===== src/rtl/vga_sync_detect_if.sv =====
// Sync-input / measurement-output bundle between a VGA sync source and the detector.
interface vga_sync_detect_if #(parameter int CW = 10);
  logic          p_tick, hsync, vsync;
  logic          locked, lock_err, frame_start;
  logic [CW-1:0] h_total, h_sync_w, v_total, v_sync_w, rx_x, rx_y;

  modport master (output p_tick, hsync, vsync,
                  input  locked, lock_err, frame_start,
                  input  h_total, h_sync_w, v_total, v_sync_w, rx_x, rx_y);
  modport slave  (input  p_tick, hsync, vsync,
                  output locked, lock_err, frame_start,
                  output h_total, h_sync_w, v_total, v_sync_w, rx_x, rx_y);
endinterface


===== src/rtl/vga_sync_detect.sv =====
// Measures incoming hsync/vsync timing, locks after stable frames and recovers
// the pixel/line position of the incoming stream.
module vga_sync_detect #(
  parameter int CW          = 10,
  parameter int LOCK_FRAMES = 2
) (
  input  logic clk,
  input  logic reset,
  vga_sync_detect_if.slave sd
);
  localparam logic [CW-1:0] MAX = '1;
  localparam int MW = $clog2(LOCK_FRAMES + 1);

  typedef enum logic [1:0] {SEARCH, MEASURE, LOCKED} state_t;
  typedef struct packed {
    logic [CW-1:0] line;
    logic [CW-1:0] hsw;
    logic [CW-1:0] frm;
    logic [CW-1:0] vsw;
  } timing_t;

  function automatic logic [CW-1:0] sat_inc(input logic [CW-1:0] v, input logic inc);
    return (inc && v != MAX) ? v + 1'b1 : v;
  endfunction

  state_t        state, state_n;
  logic          hs_s1, hs_s2, vs_s1, vs_s2;
  logic          hs_rise, hs_fall, vs_rise, vs_fall;
  logic [CW-1:0] h_cnt, v_cnt, h_inc, v_inc;
  logic [CW-1:0] line_len, hs_w, frm_len, vs_w, line_len_n, frm_len_n;
  timing_t       cur, ref_q, meas_q;
  logic          ref_valid, ref_diff, lock_mis, timeout;
  logic [MW-1:0] match_cnt;
  logic          ref_clr, ref_load, match_inc, meas_load, meas_clr, fs_set;
  logic          locked_q, lock_err_q, frame_start_q;

  always_ff @(posedge clk or negedge reset)
    if (!reset) {hs_s1, hs_s2, vs_s1, vs_s2} <= '0;
    else begin
      hs_s1 <= sd.hsync; hs_s2 <= hs_s1;
      vs_s1 <= sd.vsync; vs_s2 <= vs_s1;
    end

  assign hs_rise = hs_s1 & ~hs_s2;
  assign hs_fall = ~hs_s1 & hs_s2;
  assign vs_rise = vs_s1 & ~vs_s2;
  assign vs_fall = ~vs_s1 & vs_s2;

  // Latched lengths include the event clock itself, so the frame compare sees
  // the line count including an hsync rise on the same clock.
  assign h_inc      = sat_inc(h_cnt, sd.p_tick);
  assign v_inc      = sat_inc(v_cnt, hs_rise);
  assign line_len_n = hs_rise ? h_inc : line_len;
  assign frm_len_n  = vs_rise ? v_inc : frm_len;
  assign cur        = '{line: line_len_n, hsw: hs_w, frm: frm_len_n, vsw: vs_w};

  always_ff @(posedge clk or negedge reset)
    if (!reset) begin
      h_cnt <= '0; v_cnt <= '0;
      line_len <= '0; hs_w <= '0; frm_len <= '0; vs_w <= '0;
    end else begin
      h_cnt    <= hs_rise ? CW'(sd.p_tick) : h_inc;
      v_cnt    <= vs_rise ? CW'(hs_rise) : v_inc;
      line_len <= line_len_n;
      frm_len  <= frm_len_n;
      if (hs_fall) hs_w <= h_inc;
      if (vs_fall) vs_w <= v_inc;
    end

  assign timeout  = (h_cnt == MAX) || (v_cnt == MAX);
  assign ref_diff = !ref_valid || (cur != ref_q);
  assign lock_mis = (hs_rise && cur.line != meas_q.line) ||
                    (vs_rise && (cur.frm != meas_q.frm || cur.vsw != meas_q.vsw ||
                                 cur.hsw != meas_q.hsw));

  always_ff @(posedge clk or negedge reset)
    if (!reset) state <= SEARCH;
    else        state <= state_n;

  always_comb begin
    state_n = state;
    if (timeout) state_n = SEARCH;
    else case (state)
      SEARCH:  if (vs_rise) state_n = MEASURE;
      MEASURE: if (vs_rise && !ref_diff && match_cnt == MW'(LOCK_FRAMES - 1)) state_n = LOCKED;
      LOCKED:  if (lock_mis) state_n = MEASURE;
      default: state_n = SEARCH;
    endcase
  end

  always_comb begin
    ref_clr   = 1'b0;
    ref_load  = 1'b0;
    match_inc = 1'b0;
    meas_load = 1'b0;
    fs_set    = 1'b0;
    if (!timeout) case (state)
      SEARCH:  ref_clr = vs_rise;
      MEASURE: if (vs_rise) begin
        ref_load  = ref_diff;
        meas_load = (state_n == LOCKED);
        match_inc = !ref_diff && (state_n != LOCKED);
      end
      LOCKED: begin
        ref_load = lock_mis;
        fs_set   = vs_rise && !lock_mis;
      end
      default: ;
    endcase
    meas_clr = (state == LOCKED) && (state_n != LOCKED);
  end

  always_ff @(posedge clk or negedge reset)
    if (!reset) begin
      ref_q <= '0; ref_valid <= 1'b0; match_cnt <= '0; meas_q <= '0;
      locked_q <= 1'b0; lock_err_q <= 1'b0; frame_start_q <= 1'b0;
    end else begin
      if (ref_clr) begin
        ref_valid <= 1'b0;
        match_cnt <= '0;
      end else if (ref_load) begin
        ref_q     <= cur;
        ref_valid <= 1'b1;
        match_cnt <= '0;
      end else if (meas_load) match_cnt <= '0;
      else if (match_inc)     match_cnt <= match_cnt + 1'b1;
      // Published measurements only move on lock entry or loss.
      if (meas_load)     meas_q <= ref_q;
      else if (meas_clr) meas_q <= '0;
      locked_q      <= (state_n == LOCKED);
      lock_err_q    <= meas_clr;
      frame_start_q <= fs_set;
    end

  assign sd.locked      = locked_q;
  assign sd.lock_err    = lock_err_q;
  assign sd.frame_start = frame_start_q;
  assign sd.h_total     = meas_q.line;
  assign sd.h_sync_w    = meas_q.hsw;
  assign sd.v_total     = meas_q.frm;
  assign sd.v_sync_w    = meas_q.vsw;
  assign sd.rx_x        = h_cnt;
  assign sd.rx_y        = v_cnt;
endmodule


===== src/flat_wrapper.sv =====
// flat-port wrapper written by rule: the top's interface ports become plain ports
module vga_sync_detect_flat 
#(
  parameter int CW          = 10,
  parameter int LOCK_FRAMES = 2
)
  (clk, reset, sd_p_tick, sd_hsync, sd_vsync, sd_locked, sd_lock_err, sd_frame_start, sd_h_total, sd_h_sync_w, sd_v_total, sd_v_sync_w, sd_rx_x, sd_rx_y);
  vga_sync_detect_if #(.CW(CW)) sd_i ();
  input  logic clk;
  input  logic reset;
  input wire logic [$bits(sd_i.p_tick)-1:0] sd_p_tick;
  input wire logic [$bits(sd_i.hsync)-1:0] sd_hsync;
  input wire logic [$bits(sd_i.vsync)-1:0] sd_vsync;
  output wire logic [$bits(sd_i.locked)-1:0] sd_locked;
  output wire logic [$bits(sd_i.lock_err)-1:0] sd_lock_err;
  output wire logic [$bits(sd_i.frame_start)-1:0] sd_frame_start;
  output wire logic [$bits(sd_i.h_total)-1:0] sd_h_total;
  output wire logic [$bits(sd_i.h_sync_w)-1:0] sd_h_sync_w;
  output wire logic [$bits(sd_i.v_total)-1:0] sd_v_total;
  output wire logic [$bits(sd_i.v_sync_w)-1:0] sd_v_sync_w;
  output wire logic [$bits(sd_i.rx_x)-1:0] sd_rx_x;
  output wire logic [$bits(sd_i.rx_y)-1:0] sd_rx_y;
  assign sd_i.p_tick = sd_p_tick;
  assign sd_i.hsync = sd_hsync;
  assign sd_i.vsync = sd_vsync;
  assign sd_locked = sd_i.locked;
  assign sd_lock_err = sd_i.lock_err;
  assign sd_frame_start = sd_i.frame_start;
  assign sd_h_total = sd_i.h_total;
  assign sd_h_sync_w = sd_i.h_sync_w;
  assign sd_v_total = sd_i.v_total;
  assign sd_v_sync_w = sd_i.v_sync_w;
  assign sd_rx_x = sd_i.rx_x;
  assign sd_rx_y = sd_i.rx_y;
  vga_sync_detect #(.CW(CW), .LOCK_FRAMES(LOCK_FRAMES)) u_core (.clk(clk), .reset(reset), .sd(sd_i));
endmodule

===== config.mk =====
export PLATFORM = sky130hd
export DESIGN_NAME = vga_sync_detect_flat
export DESIGN_NICKNAME = d
export VERILOG_FILES = /design/src/rtl/vga_sync_detect_if.sv /design/src/rtl/vga_sync_detect.sv /design/src/flat_wrapper.sv
export SDC_FILE = /design/constraint.sdc
export NUM_CORES = 1
export LEC_CHECK = 0
export CAP_MARGIN = 20
export CORE_MARGIN = 10
export CORE_UTILIZATION = 59
export DETAILED_ROUTE_END_ITERATION = 6
export GPL_ROUTABILITY_DRIVEN = 0
export PLACE_DENSITY = 0.81
export SETUP_SLACK_MARGIN = 0.15
export SYNTH_ARGS = -nofsm -noshare
export SYNTH_HDL_FRONTEND = slang
export SYNTH_SLANG_ARGS = --single-unit

===== constraint.sdc =====
create_clock -name clk -period 4.9 [get_ports clk]
set_clock_uncertainty 0.1 [all_clocks]
set_input_delay 0.49 -clock clk [delete_from_list [all_inputs] [get_ports clk]]
set_output_delay 0.49 -clock clk [all_outputs]
set_load 0.05 [all_outputs]

==> out/summary.txt <==
==================================================================================================
Clock Sinks                                                                                    152
Syn nets                                                                                       803
Hold bufs inserted after CTS                                                                     0
Boundary Pins                                                                                   68
Final max-slew violation count                                                                   0
Die width                                                                                   140 um
Critical-path maximum fanout                                                                    27
Setup slack on the worst flop-to-flop path                                                  340 ps
Syn. warnings                                                                                    0
Category of the worst setup path launch point                                            flip-flop
Count of max-cap constraint violations                                                           0
Number of register bits inferred by synthesis                                                  152
Avg Synthesized Cell Area                                                                10.7 um^2
Count of input and output buffers                                                               67
Asr flop ratio synth                                                                          100%
Setup TNS                                                                                     0 ps
Number of global-route vias before repair                                                     6840
Reg2reg start                                                                         u_core.hs_s1
Crit end category                                                                        flip-flop
Count of vias placed by the detailed router                                                   6925
Hold Path Class                                                                           in2async
Residual antenna-violating net count after detailed routing                                      0
Pin count of the biggest net entering global routing                                            80
Synthesized instance count                                                                     791
Clock Tree Buf Depth                                                                             2
Failing checks                                                                         hold timing
Clock network latency to the later pin of the worst-skew pair                               430 ps
CTS H-tree depth                                                                                 4
Floorplan die height                                                                        140 um
Worst ir drop on vdd                                                                      0.304 mV
Starting density of the core                                                                 60.7%
Sequential fraction of the synthesis area                                                    45.0%
Total track usage                                                                            23.3%
# rows                                                                                          43
DP Wirelength                                                                              16.0 mm
Fin worst setup slack                                                                       342 ps
Hold Violations, Final                                                                          11
Number of flops mapped to enable cells by yosys                                                  0
Worst reg2reg endpoint                                                                u_core.match_cnt[1]
Total clock buffers created by CTS                                                              17
Final min period                                                                           4560 ps
Slew at the pin closest to its max-slew limit                                               849 ps
Filler cell count                                                                              994
Layout-stage area growth over the synthesis result                                           14.7%
Number of nets in the final layout                                                             850
First-pass GRT wire length                                                                 37.3 mm
Final Cycle Share                                                                            93.0%
GR Overflow Total                                                                                0
First drt pass iteration count                                                                   7
Fmax                                                                                       219 MHz
Synth Flop Type                                                                            dfrtp_1
Worst hold margin                                                                         -11.3 ps
Crit path from                                                                        u_core.hs_s1
Core Footprint                                                                          13900 um^2
Worst Path Required                                                                        5120 ps
Vias per Instance                                                                             6.74
Cell area after technology mapping                                                       8450 um^2
Setup repair after global routing missed its margin                                             no
Root buffer cell                                                                         clkbuf_16
Run status                                                                            finished with violations
Leading post-synthesis cells by cell area                                             dfrtp_1 (45%), xnor2_1 (6.6%), mux2_1 (5.3%), a22o_1 (4.1%), nand2_1 (2.5%)
Area share of the largest cell type after synthesis                                          45.0%
Data arrival time of the critical path                                                     4780 ps
Die area                                                                                19500 um^2
Clock tree from TritonCTS                                                                      yes
Pre-CTS worst setup slack                                                                   249 ps
Total power                                                                                3.47 mW
Cell area power density                                                                358 nW/um^2
Final setup viols                                                                                0
Final cell utilization of the core                                                           69.5%
Clock transition time at the flip-flop clock pins of the worst setup and hold paths          60 ps
Leakage power of the design                                                                4.11 nW
Headroom to the max-slew limit                                                               43.4%
Most area-hungry cell type in the Yosys netlist                                            dfrtp_1
Count of distinct cell types in the synthesized netlist                                         93
Fraction of layout cells with a size suffix above 1                                          9.91%
Category of the most critical setup path                                                   reg2reg
Number of antenna violations at the first check in global routing                                0
Number of DRC violations after detailed routing                                                  0
Number of DRC markers after the initial detailed-route iteration                               909
Average routed wire per standard cell                                                      22.4 um
Depth of the most critical reg-to-reg path                                                      12
Number of antenna repair diodes                                                                  0
WL final                                                                                   23.1 mm
==================================================================================================
## state kept, by name, indices dropped and copies added, names as in the netlist, 2 cells and up
name	flops
u_core.sd.h_sync_w	10
u_core.sd.rx_y	10
u_core.line_len	10
u_core.ref_q	40
u_core.frm_len	10
u_core.sd.rx_x	10
u_core.match_cnt	2
u_core.hs_w	10
u_core.sd.v_sync_w	10
u_core.sd.h_total	10
u_core.vs_w	10
u_core.sd.v_total	10
u_core.state	2
## cell usage in the layout (no fill, tap or decap), types with 6 or more instances in the layout
master and instances:
nand3_1 16, clkbuf_16 17, a22o_1 40, o21ai_0 39, nor3_1 11, xor2_1 22
nor4_1 14, a21oi_1 16, nand4_1 20, nor2_1 44, o31ai_1 6, xnor2_1 64
mux2i_1 8, a311oi_1 6, a211oi_1 6, dfrtp_1 152, clkdlybuf4s50_1 66, o211ai_1 9
mux2_1 40, and4_1 8, buf_4 12, ha_1 7, a31oi_1 6, nand2_1 57
inv_1 21, nand2b_1 10
## layer usage
layer	vias to the layer above	wire length (um)	track usage [%]
li1	3013	-	-
met1	3446	9350	29.9
met2	398	11100	37.9
met3	68	2060	5.48
met4	0	559	7.39
met5	-	0	0
## worst max-delay path: stages, from the launching register on
cell and delay, ps:
dfrtp_1 750, nor2b_4 330, buf_4 280, nand2_1 80, o211a_1 300, xnor2_1 220
nor4b_1 570, nand3_1 260, nor3_1 480, o211a_4 380, buf_4 400, or3_1 230
nor2b_1 70
## cell families after synthesis
group | Yosys count | share of synthesized area (%)
AOI/OAI and AO/OA | 188 | 17.7
and+or+nand+nor | 235 | 15.8
buffers and inverters | 73 | 4.89
adders and majority gates | 7 | 1.04
DFF | 152 | 45.0
muxes | 49 | 6.41
xor gates and xnor gates | 87 | 9.10
## power breakdown
group / internal [mW] / switching [mW] / total (mW)
Combinational: 0.281 / 0.413 / 0.694
Sequential: 1.37 / 0.152 / 1.53
Clock: 0.745 / 0.508 / 1.25
Total: 2.40 / 1.07 / 3.47
## synth_stat cells (all sizes together) (5+ instances only)
cell / instances
clkbuf: 8
xnor2: 65
nand4: 22
xor2: 22
nand3b: 5
nand2: 57
ha: 7
nor2: 45
nor2b: 6
a311oi: 7
nand3: 17
o2111ai: 5
a21oi: 17
a2111oi: 7
nand2b: 11
nor3: 12
mux2: 41
nor4: 17
o21ai: 44
a211oi: 9
a22o: 40
inv: 21
dfrtp: 152
buf: 44
mux2i: 8
a211o: 5
o211ai: 10
o31ai: 7
a31oi: 6
and3: 6
and4: 8
## area by class of cell
| type | instances | area (um^2) | share of cell area, % |
|---|---|---|---|
| clock inverters | 6 | 67.6 | 0.697 |
| inverters | 21 | 78.8 | 0.813 |
| flip-flops and latches | 152 | 3800 | 39.3 |
| clock buffers | 23 | 488 | 5.04 |
| multi-input cells | 566 | 4250 | 43.8 |
| repair buffers | 80 | 782 | 8.07 |
| well taps | 180 | 225 | 2.32 |
## what timing repair did
| item | in CTS | in global routing |
|---|---|---|
| resized for setup | 0 | 2 |
| buffers inserted | 0 | 0 |
| setup endpoints to repair | 0 | 21 |
## through the flow
step | cell area, um^2 | instances
detailed placement | 9130 | 999
global route | 9690 | 1028
finish | 9690 | 1028
floorplan | 8450 | 791
CTS | 9680 | 1028
global placement | 9130 | 999
## worst max path at each step
| stage | to |
|---|---|
| after floorplan | u_core.sd.v_total[3] |
| after global placement | u_core.match_cnt[0] |
| after detailed placement | u_core.match_cnt[1] |
| after CTS | u_core.match_cnt[1] |
| after global routing | u_core.match_cnt[1] |
| final | u_core.match_cnt[1] |
No activity file was read; power rests on OpenSTA's default activity.
